**src/rtl/mem_stage_access.sv**
```systemverilog
// MEM stage of the 16-bit MIPS core: data-memory req/ready access, pipeline stall and MEM/WB register.
// Optional access watchdog enabled by defining MEM_TIMEOUT_EN.
module mem_stage_access #(
  parameter int unsigned ADDR_W = 16
`ifdef MEM_TIMEOUT_EN
  , parameter int unsigned TIMEOUT_CYCLES = 64
`endif
) (
  input  logic              clk,
  input  logic              rst_n,
  input  logic              branch,
  input  logic              memread,
  input  logic              memwrite,
  input  logic              zero,
  input  logic              regwrite,
  input  logic              memtoreg,
  input  logic [15:0]       aluresult,
  input  logic [15:0]       data_to_mem,
  input  logic [3:0]        regdst,
  input  logic [15:0]       dm_rdata,
  input  logic              dm_ready,
  output logic              pcsrc,
  output logic              stall,
  output logic              dm_req,
  output logic              dm_we,
  output logic [ADDR_W-1:0] dm_addr,
  output logic [15:0]       dm_wdata,
  output logic              wb_regwrite,
  output logic              wb_memtoreg,
  output logic [15:0]       wb_readdata,
  output logic [15:0]       wb_aluresult,
  output logic [3:0]        wb_regdst,
  output logic              dm_err
);

  typedef enum logic {
    IDLE   = 1'b0,
    ACCESS = 1'b1
  } state_e;

  state_e state_q;
  logic   mem_op;
  logic   timeout;

  assign mem_op = memread | memwrite;
  assign pcsrc  = branch & zero;

`ifdef MEM_TIMEOUT_EN
  localparam int unsigned CNT_W = (TIMEOUT_CYCLES > 1) ? $clog2(TIMEOUT_CYCLES) : 1;
  localparam logic [CNT_W-1:0] CNT_LAST = CNT_W'(TIMEOUT_CYCLES - 1);

  logic [CNT_W-1:0] cnt_q;

  assign timeout = (state_q == ACCESS) && !dm_ready && (cnt_q == CNT_LAST);

  // Watchdog: counts unanswered ACCESS cycles; error flag is sticky until reset.
  always_ff @(posedge clk or negedge rst_n) begin
    if (!rst_n) begin
      cnt_q  <= '0;
      dm_err <= 1'b0;
    end else begin
      if (state_q == IDLE && mem_op) begin
        cnt_q <= '0;
      end else if (state_q == ACCESS && !dm_ready) begin
        cnt_q <= cnt_q + CNT_W'(1);
      end
      if (timeout) begin
        dm_err <= 1'b1;
      end
    end
  end
`else
  assign timeout = 1'b0;
  assign dm_err  = 1'b0;
`endif

  // Release the pipeline in the cycle the access retires (or is abandoned).
  always_comb begin
    stall = 1'b0;
    if (state_q == IDLE) begin
      stall = mem_op;
    end else begin
      stall = !dm_ready && !timeout;
    end
  end

  // Access FSM with registered memory request and MEM/WB outputs.
  always_ff @(posedge clk or negedge rst_n) begin
    if (!rst_n) begin
      state_q      <= IDLE;
      dm_req       <= 1'b0;
      dm_we        <= 1'b0;
      dm_addr      <= '0;
      dm_wdata     <= '0;
      wb_regwrite  <= 1'b0;
      wb_memtoreg  <= 1'b0;
      wb_readdata  <= '0;
      wb_aluresult <= '0;
      wb_regdst    <= '0;
    end else begin
      case (state_q)
        IDLE: begin
          if (mem_op) begin
            state_q      <= ACCESS;
            dm_req       <= 1'b1;
            dm_we        <= memwrite;
            dm_addr      <= aluresult[ADDR_W-1:0];
            dm_wdata     <= data_to_mem;
            wb_regwrite  <= 1'b0;
            wb_memtoreg  <= 1'b0;
            wb_aluresult <= '0;
            wb_regdst    <= '0;
          end else begin
            wb_regwrite  <= regwrite;
            wb_memtoreg  <= memtoreg;
            wb_aluresult <= aluresult;
            wb_regdst    <= regdst;
          end
        end
        ACCESS: begin
          if (dm_ready) begin
            state_q      <= IDLE;
            dm_req       <= 1'b0;
            wb_regwrite  <= regwrite;
            wb_memtoreg  <= memtoreg;
            wb_aluresult <= aluresult;
            wb_regdst    <= regdst;
            if (!dm_we) begin
              wb_readdata <= dm_rdata;
            end
          end else begin
            wb_regwrite  <= 1'b0;
            wb_memtoreg  <= 1'b0;
            wb_aluresult <= '0;
            wb_regdst    <= '0;
            if (timeout) begin
              state_q     <= IDLE;
              dm_req      <= 1'b0;
              wb_readdata <= '0;
            end
          end
        end
        default: state_q <= IDLE;
      endcase
    end
  end

endmodule

```
**config.mk**
```make
export PLATFORM = sky130hd
export DESIGN_NAME = mem_stage_access
export DESIGN_NICKNAME = d
export VERILOG_FILES = /design/src/rtl/mem_stage_access.sv
export SDC_FILE = /design/constraint.sdc
export NUM_CORES = 1
export LEC_CHECK = 0
export BUFFER_PORTS_ARGS = -buffer_cell sky130_fd_sc_hd__buf_2
export CAP_MARGIN = 20
export CORE_MARGIN = 3
export CORE_UTILIZATION = 41
export CTS_BUF_LIST = sky130_fd_sc_hd__clkbuf_8 sky130_fd_sc_hd__clkbuf_16
export DETAILED_ROUTE_END_ITERATION = 6
export PLACE_DENSITY = 0.75
export SLEW_MARGIN = 20
export SYNTH_ARGS = -nofsm -noshare
export SYNTH_HDL_FRONTEND = slang
export SYNTH_SLANG_ARGS = --single-unit
```
**constraint.sdc**
```tcl
create_clock -name clk -period 1.3 [get_ports clk]
set_input_delay 0.26 -clock clk [delete_from_list [all_inputs] [get_ports clk]]
set_output_delay 0.26 -clock clk [all_outputs]
set_load 0.01 [all_outputs]
```
# Yosys cells after proc, flatten, opt, wreduce, memory -nomap -nowiden
# Cells that the tools add are included.
totals:
  register_bits: 73
  in_bits: 61
  out_inout_bits: 75
  word_cells: 39
op_classes:
  n_eq_ne: 2
  n_mux: 19
  bitwise: 4
  reduce_logical: 4
ops:
  columns: ["op", "count"]
  rows:
  - ["$mux W16", 2]
  - ["$pmux W16 S2", 1]
  - ["$mux W1", 9]
  - ["$mux W4", 2]
  - ["$pmux W1 S2", 4]
  - ["$pmux W4 S2", 1]
  - ["$ne A2 B2 Y1 const B", 2]
  - ["$reduce_and A2 Y1", 2]
  - ["$reduce_and A3 Y1", 1]
  - ["$not A1 Y1", 2]
  - ["$and A1 B1 Y1", 1]
  - ["$logic_not A1 Y1", 1]
  - ["$or A1 B1 Y1", 1]

# Logic depth before layout (Yosys ltp)
# Gate-level depths: netlist of run 1.
depth:
  depth_word: 3
  mapped_depth: 3
  depth_no_buf: 2

# Worst setup path after synthesis of run 1
# No wires, ideal clock.
synth_path:
  kind: "register to output"
  start: "register state_q"
  end: "output stall"
  arrival_time_ns: 1.060
  t_required_ns: 1.040
  setup_slack_ns: -0.020
  stages_incl_launch_ff: 3
  n_path_buf: 0
  path_cell_list: "dfrtp_1 > or3_4 > and2_1"
synth_via:
  elab_chain_len: 1
synth_lines:
  columns: ["element", "line", "source"]
  rows:
  - ["from (decl)", "41", "state_e state_q;"]
  - ["from (signal assigned)", "90", "state_q <= IDLE;"]
  - ["from (signal assigned)", "104", "state_q <= ACCESS;"]
  - ["from (signal assigned)", "122", "state_q <= IDLE;"]
  - ["$mux W1", "80", "if (state_q == IDLE) begin"]
  - ["to (decl)", "23", "output logic stall,"]
# No other way between the ends.

# Worst setup path after layout of run 1
# Ends and elaborated chain as after synthesis.

==> results of run 1 <==
area by class of cell:
class,instances,area share [%]
Multi-Input combinational cell,82,23.7
Clock inverter,5,0.764
Inverter,1,0.0955
Timing Repair Buffer,150,22.6
Tap cell,77,2.45
Clock buffer,11,3.85
Sequential cell,73,46.5
power by group through the flow:
stage | sequential [mW] | clock [mW] | combinational, mW
after global placement | 2.97 | 0 | 1.64
after CTS | 2.96 | 1.66 | 1.81
after floorplan | 3.25 | 0 | 0.670
after global routing | 3.03 | 1.77 | 1.92
after detailed placement | 3.00 | 0 | 1.67
final | 2.96 | 1.60 | 1.76
critical path, cell delays in order, from the launching register on:
cell and delay [ns]:
dfrtp_2 0.40, or3_4 0.33, and2_4 0.15, buf_6 0.12
cells by family after synthesis:
| group | synth area share, % |
|---|---|
| flip-flops | 64.4 |
| other | 0.132 |
| multiplexers | 20.4 |
| AO/OA/AOI/OAI | 9.62 |
| AND/OR/NAND/NOR | 2.29 |
| buffers and inverters | 3.13 |
per-stage QoR:
stage / cell area, sq um / std cells / hold slack, ns / power (mW)
detailed placement: 3610 / 375 / 0.198 / 4.67
CTS: 3940 / 399 / 0.132 / 6.43
global placement: 3610 / 375 / 0.197 / 4.61
finish: 3930 / 399 / 0.149 / 6.33
floorplan: 2840 / 165 / -0.0356 / 3.92
global route: 3930 / 399 / 0.127 / 6.71
metal layers:
| metal | global-route usage (%) | wire length, um | up-vias |
|---|---|---|---|
| li1 | - | - | 876 |
| met1 | 19.9 | 2610 | 979 |
| met2 | 29.1 | 3270 | 85 |
| met3 | 6.54 | 542 | 8 |
| met4 | 7.31 | 93 | 0 |
| met5 | 0 | 0 | - |
final timing paths:
path	start	endpoint	slack [ns]
setup reg to reg	state_q	dm_wdata[6]	-0.22
min in group asynchronous	rst_n	dm_wdata[0]	0.37
hold reg to reg	dm_addr[3]	dm_addr[3]	0.50
setup / recovery	state_q	stall	-0.29
hold / removal	dm_rdata[3]	wb_readdata[3]	0.15
max in group asynchronous	rst_n	dm_wdata[5]	0.43
state kept, by name (all words and copies together) (netlist names):
signal / flops
dm_addr: 16
dm_req: 1
dm_wdata: 16
dm_we: 1
state_q: 1
wb_aluresult: 16
wb_memtoreg: 1
wb_readdata: 16
wb_regdst: 4
wb_regwrite: 1
repair_timing:
item | 4_1_cts | 5_1_grt
hold endpoints to repair | 24 | 0
cloned | 3 | 0
buffers inserted | 4 | 0
pin swaps | 2 | 0
gates resized for setup | 10 | 2
setup endpoints to repair | 41 | 52
hold buffers | 1 | 0
cells in the final DEF (no fill, tap or decap), drive strengths merged:
| cell type | n |
|---|---|
| a21boi | 22 |
| a21oi | 1 |
| a22o | 1 |
| and2 | 2 |
| buf | 147 |
| clkbuf | 13 |
| clkinv | 2 |
| clkinvlp | 1 |
| conb | 1 |
| dfrtp | 73 |
| dlygate4sd3 | 1 |
| inv | 3 |
| mux2 | 48 |
| nand2 | 1 |
| nand2b | 2 |
| nand3b | 1 |
| nor3 | 1 |
| o21bai | 1 |
| or3 | 1 |
==> out/metrics.csv, run 1 <==
metric;value;unit
CTS Sinks;73;
DRC viols;0;
TritonCTS Buffers;9;
cell taking the most area after synthesis;dfrtp_1;
reg2reg path depth;6;
largest net degree at the start of global routing;30;
n_diodes;0;
H-tree Lvls;3;
final hold vios;0;
routability congestion estimate;0.687;
fmax;629;MHz
clk root buf;clkbuf_8;
Pleak;2.03;nW
worst clock skew;0.00714;ns
Yosys reg bits;73;
Clock power frac;25.4;%
Peak VDD IR;0.851;mV
detailed-route via count;1948;
Overall Global Routing Usage;17.4;%
Core Rows;29;
DR WL/cell;16.3;um
Post-Route Utilization;60.2;%
Commonest cells post-synth;dfrtp_1, mux2_2, a21boi_2;
Avg Inst Size Synth;17.2;sq um
PwrDens;1610;nW/um^2
drt pass-1 iters;4;
worst path required time;1.04;ns
dpl hpwl;4.47;mm
I/O Buffers;134;
vias in the first global route;2106;
switching part of the total;28.7;%
vias per std cell;4.88;
Worst setup SP type;register;
# nets final;378;
GRT overflow;0;
post-synth net total;226;
synth top area cells;dfrtp_1, mux2_2, a21boi_2, mux2_4, buf_6;
Final ANT Viol Nets;0;
initial drt markers;41;
Layout area overhead;38.7;%
Core Region;6530;sq um
# setup viols final;51;
Clk Latency, worst-skew pair;0.34;ns
Post-synth top flop;dfrtp_1;
CP endpoint kind;output pin;
WHS Path Cells;2;
crit path kind;reg2out;
Clock Path Buffers;2;
Worst EP arrival;1.33;ns
IO Pins;136;
failing checks;setup timing;
sequential area share after synthesis;64.4;%
FF+latch area;1830;sq um
initial core utilization;43.4;%
status;complete, but fails checks;
routed wire length;6.52;mm
combinational power share;27.9;%
global-route wire length before repair;10.2;mm
fillcell total;531;
die area;7950;sq um
setup_tns;-8.00;ns
PnR worst setup slack;-0.291;ns
CTS tree;yes;
Sequential Power Share;46.8;%
Switching Power;1.82;mW
period utilization;122;%
Cell Int Power;4.51;mW
share of layout cells above drive strength 1;73.6;%
number of flops mapped to enable cells by yosys;0;
Crit Path Max Fanout;2;
RSZ-0062 raised after global routing;yes;
top-count cell post-synth;dfrtp_1;
Final Max Slew Viols;0;
share of the synthesized area in the top cell type;64.4;%
Hold Path Class;in2reg;
worst slack, placed;-0.0609;ns
initial antenna violation count;0;
post-synthesis cell area;2840;sq um
DIE HEIGHT;89.2;um
Final min period;1.59;ns
Die Wd;89.2;um
max cap viols;0;
Cells after Synth;165;
library cells used by synthesis;20;
area of the multi-input gates;933;sq um
asr flop ratio synth;100;%
YS warnings;0;
clock transition at the registers of the reported paths;0.08;ns
(Power assumes the default switching activity.)
==> run 2, diff against run 1 <==
- CELL_PAD_IN_SITES_DETAIL_PLACEMENT: unset -> 0
- CELL_PAD_IN_SITES_GLOBAL_PLACEMENT: unset -> 1
- CORE_UTILIZATION: 41 -> 33
- PLACE_DENSITY: 0.75 -> unset
- PLACE_DENSITY_LB_ADDON: unset -> 0.1
==> run 2 against run 1 <==
  * The flow still finishes with violations (setup timing)
  * Clock power grew 9%
  * Die area grew 23%
  * Non-clock buffer count is the same
  * First-iteration DRC count shrank 9.8%
  * Routed wire length shrank 3.0%
==> out/metrics.csv, run 2 (synthesized netlist as in run 1, its figures left out) <==
metric;value;unit;change
dpl hpwl;4.62;mm;+3.4%
Crit path max-delay family;simple AND/OR/NAND/NOR gates;;
final hold vios;0;;unchanged
Crit Path Max Fanout;2;;unchanged
worst clock skew;0.00608;ns;-0.00106 ns
# setup viols final;22;;-57%
placed inst area;3720;sq um;+3.2%
CTS Sinks;73;;unchanged
DIE HEIGHT;98.7;um;+11%
RSZ-0062 raised after global routing;yes;;
Clk Latency, worst-skew pair;0.34;ns;about the same
initial drt markers;37;;-9.8%
status;complete, but fails checks;;
initial core utilization;34.2;%;-9.2 points
I/O Buffers;134;;unchanged
clock transition at the registers of the reported paths;0.08;ns;about the same
Clock Path Buffers;2;;unchanged
vias in the first global route;1990;;-5.5%
period utilization;123;%;+1.0 points
initial antenna violation count;0;;unchanged
CTS tree;yes;;
Overall Global Routing Usage;13.3;%;-4.0 points
Die Wd;98.7;um;+11%
routed wire length;6.32;mm;-3.0%
worst path required time;1.04;ns;about the same
global-route wire length before repair;10.2;mm;-0.74%
Worst EP arrival;1.34;ns;about the same
Critical Path Slowest Stage Cell;dfrtp_2;;
Crit path largest cell delay;0.41;ns;about the same
failing checks;setup timing;;
DRC viols;0;;unchanged
Hold Path Class;in2reg;;
H-tree Lvls;3;;unchanged
Worst setup SP type;register;;
routability congestion estimate;0.693;;+0.90%
IO Pins;136;;unchanged
Buf+Inv Stages, Crit Path;1;;unchanged
Cell Chain, Critical Path;or3_4, and2_4, buf_6;;
crit path kind;reg2out;;
clk root buf;clkbuf_8;;
total power;6.46;mW;+2.0%
Peak VDD IR;0.666;mV;-22%
most common cell after layout, fill and taps aside;buf_2;;
Final Max Slew Viols;0;;unchanged
PnR worst setup slack;-0.304;ns;-0.0132 ns
Final min period;1.60;ns;+0.0132 ns
CP endpoint kind;output pin;;
GRT overflow;0;;unchanged
Pleak;2.04;nW;+0.57%
share of layout cells above drive strength 1;73.6;%;unchanged
n_diodes;0;;unchanged
detailed-route via count;1885;;-3.2%
Finished Cell Area;4000;sq um;+1.6%
# nets final;378;;unchanged
Layout area overhead;40.9;%;
max cap viols;0;;unchanged
drt pass-1 iters;4;;unchanged
TritonCTS Buffers;9;;unchanged
Final ANT Viol Nets;0;;unchanged
Core Region;8300;sq um;+27%
PwrDens;1620;nW/um^2;+0.40%
fmax;623;MHz;-0.82%
DR WL/cell;14.8;um;-9.3%
most frequent cells in the layout;buf_2, dfrtp_1, mux2_2, a21boi_2, mux2_4;;
largest net degree at the start of global routing;31;;+3.3%
Core Rows;33;;+14%
die area;9740;sq um;+23%
vias per std cell;4.41;;-9.6%
==> run 2: changes by cell type in the layout (fill, tap and decap cells not counted), sizes merged <==
cell	change
clkbuf	-2
bufinv	+1
buf	+1
inv	-1
clkinvlp	+1
==> run 2: worst reg2reg max path, delay by kind of cell (launching register included) <==
family	cells	cell delay [ns]
simple gates	1	0.12
buf+inv	3	0.43
flops	1	0.41
mux	1	0.29
==> run 2: final timing paths <==
kind / start / to / slack, ns / cells after the start
worst max register to register: state_q / wb_readdata[14] / -0.06 / 5
worst min register to register: dm_wdata[11] / dm_wdata[11] / 0.50 / 1
max in group asynchronous: rst_n / dm_addr[1] / 0.47 / 3
min in group asynchronous: rst_n / wb_readdata[14] / 0.36 / 2
worst max-delay path: state_q / stall / -0.30 / 3
worst min-delay path: data_to_mem[6] / dm_wdata[6] / 0.14 / 2
==> run 2: cell type report <==
class,count,area [sq um]
clock buffers,10,138
clock inverters,6,58.8
fillers,767,4300
inverters,1,3.75
multi-input cells,82,937
flip-flops and latches,73,1830
well taps,105,131
repair buffers,150,898
==> run 2: repair_timing <==
| action | in CTS | in global routing |
|---|---|---|
| setup endpoints to repair | 23 | 54 |
| hold buffers | 1 | 0 |
| gates resized for setup | 6 | 2 |
| gates cloned | 0 | 1 |
| endpoints found under the hold margin | 21 | 0 |
| buffers inserted | 2 | 0 |
| pin swaps | 2 | 0 |
==> run 2: power breakdown <==
part	total (mW)	switching [mW]	internal, mW
Combinational	1.75	0.767	0.982
Clock	1.75	0.822	0.925
Sequential	2.96	0.214	2.75
==> run 2: per-layer routing <==
layer	up-vias	global-route usage, %	part of all wire [%]
li1	880	-	-
met1	910	17.1	43
met2	85	20.6	47
met3	10	5.02	8.8
met4	0	5.04	1.4
met5	-	0	0
==> run 2: per-stage QoR <==
step	setup TNS (ns)	hold slack (ns)	cells	setup WS, ns	util [%]
4_1_cts	-0.955	0.102	426	-0.328	47.8
5_1_grt	-3.34	0.121	427	-0.357	48.1
3_5_place_dp	-0.208	0.185	407	-0.0828	44.9
3_3_place_gp	-0.0891	0.189	407	-0.0415	44.9
2_1_floorplan	0	-0.0356	165	0.0121	-
6_report	-0.948	0.144	427	-0.304	48.1
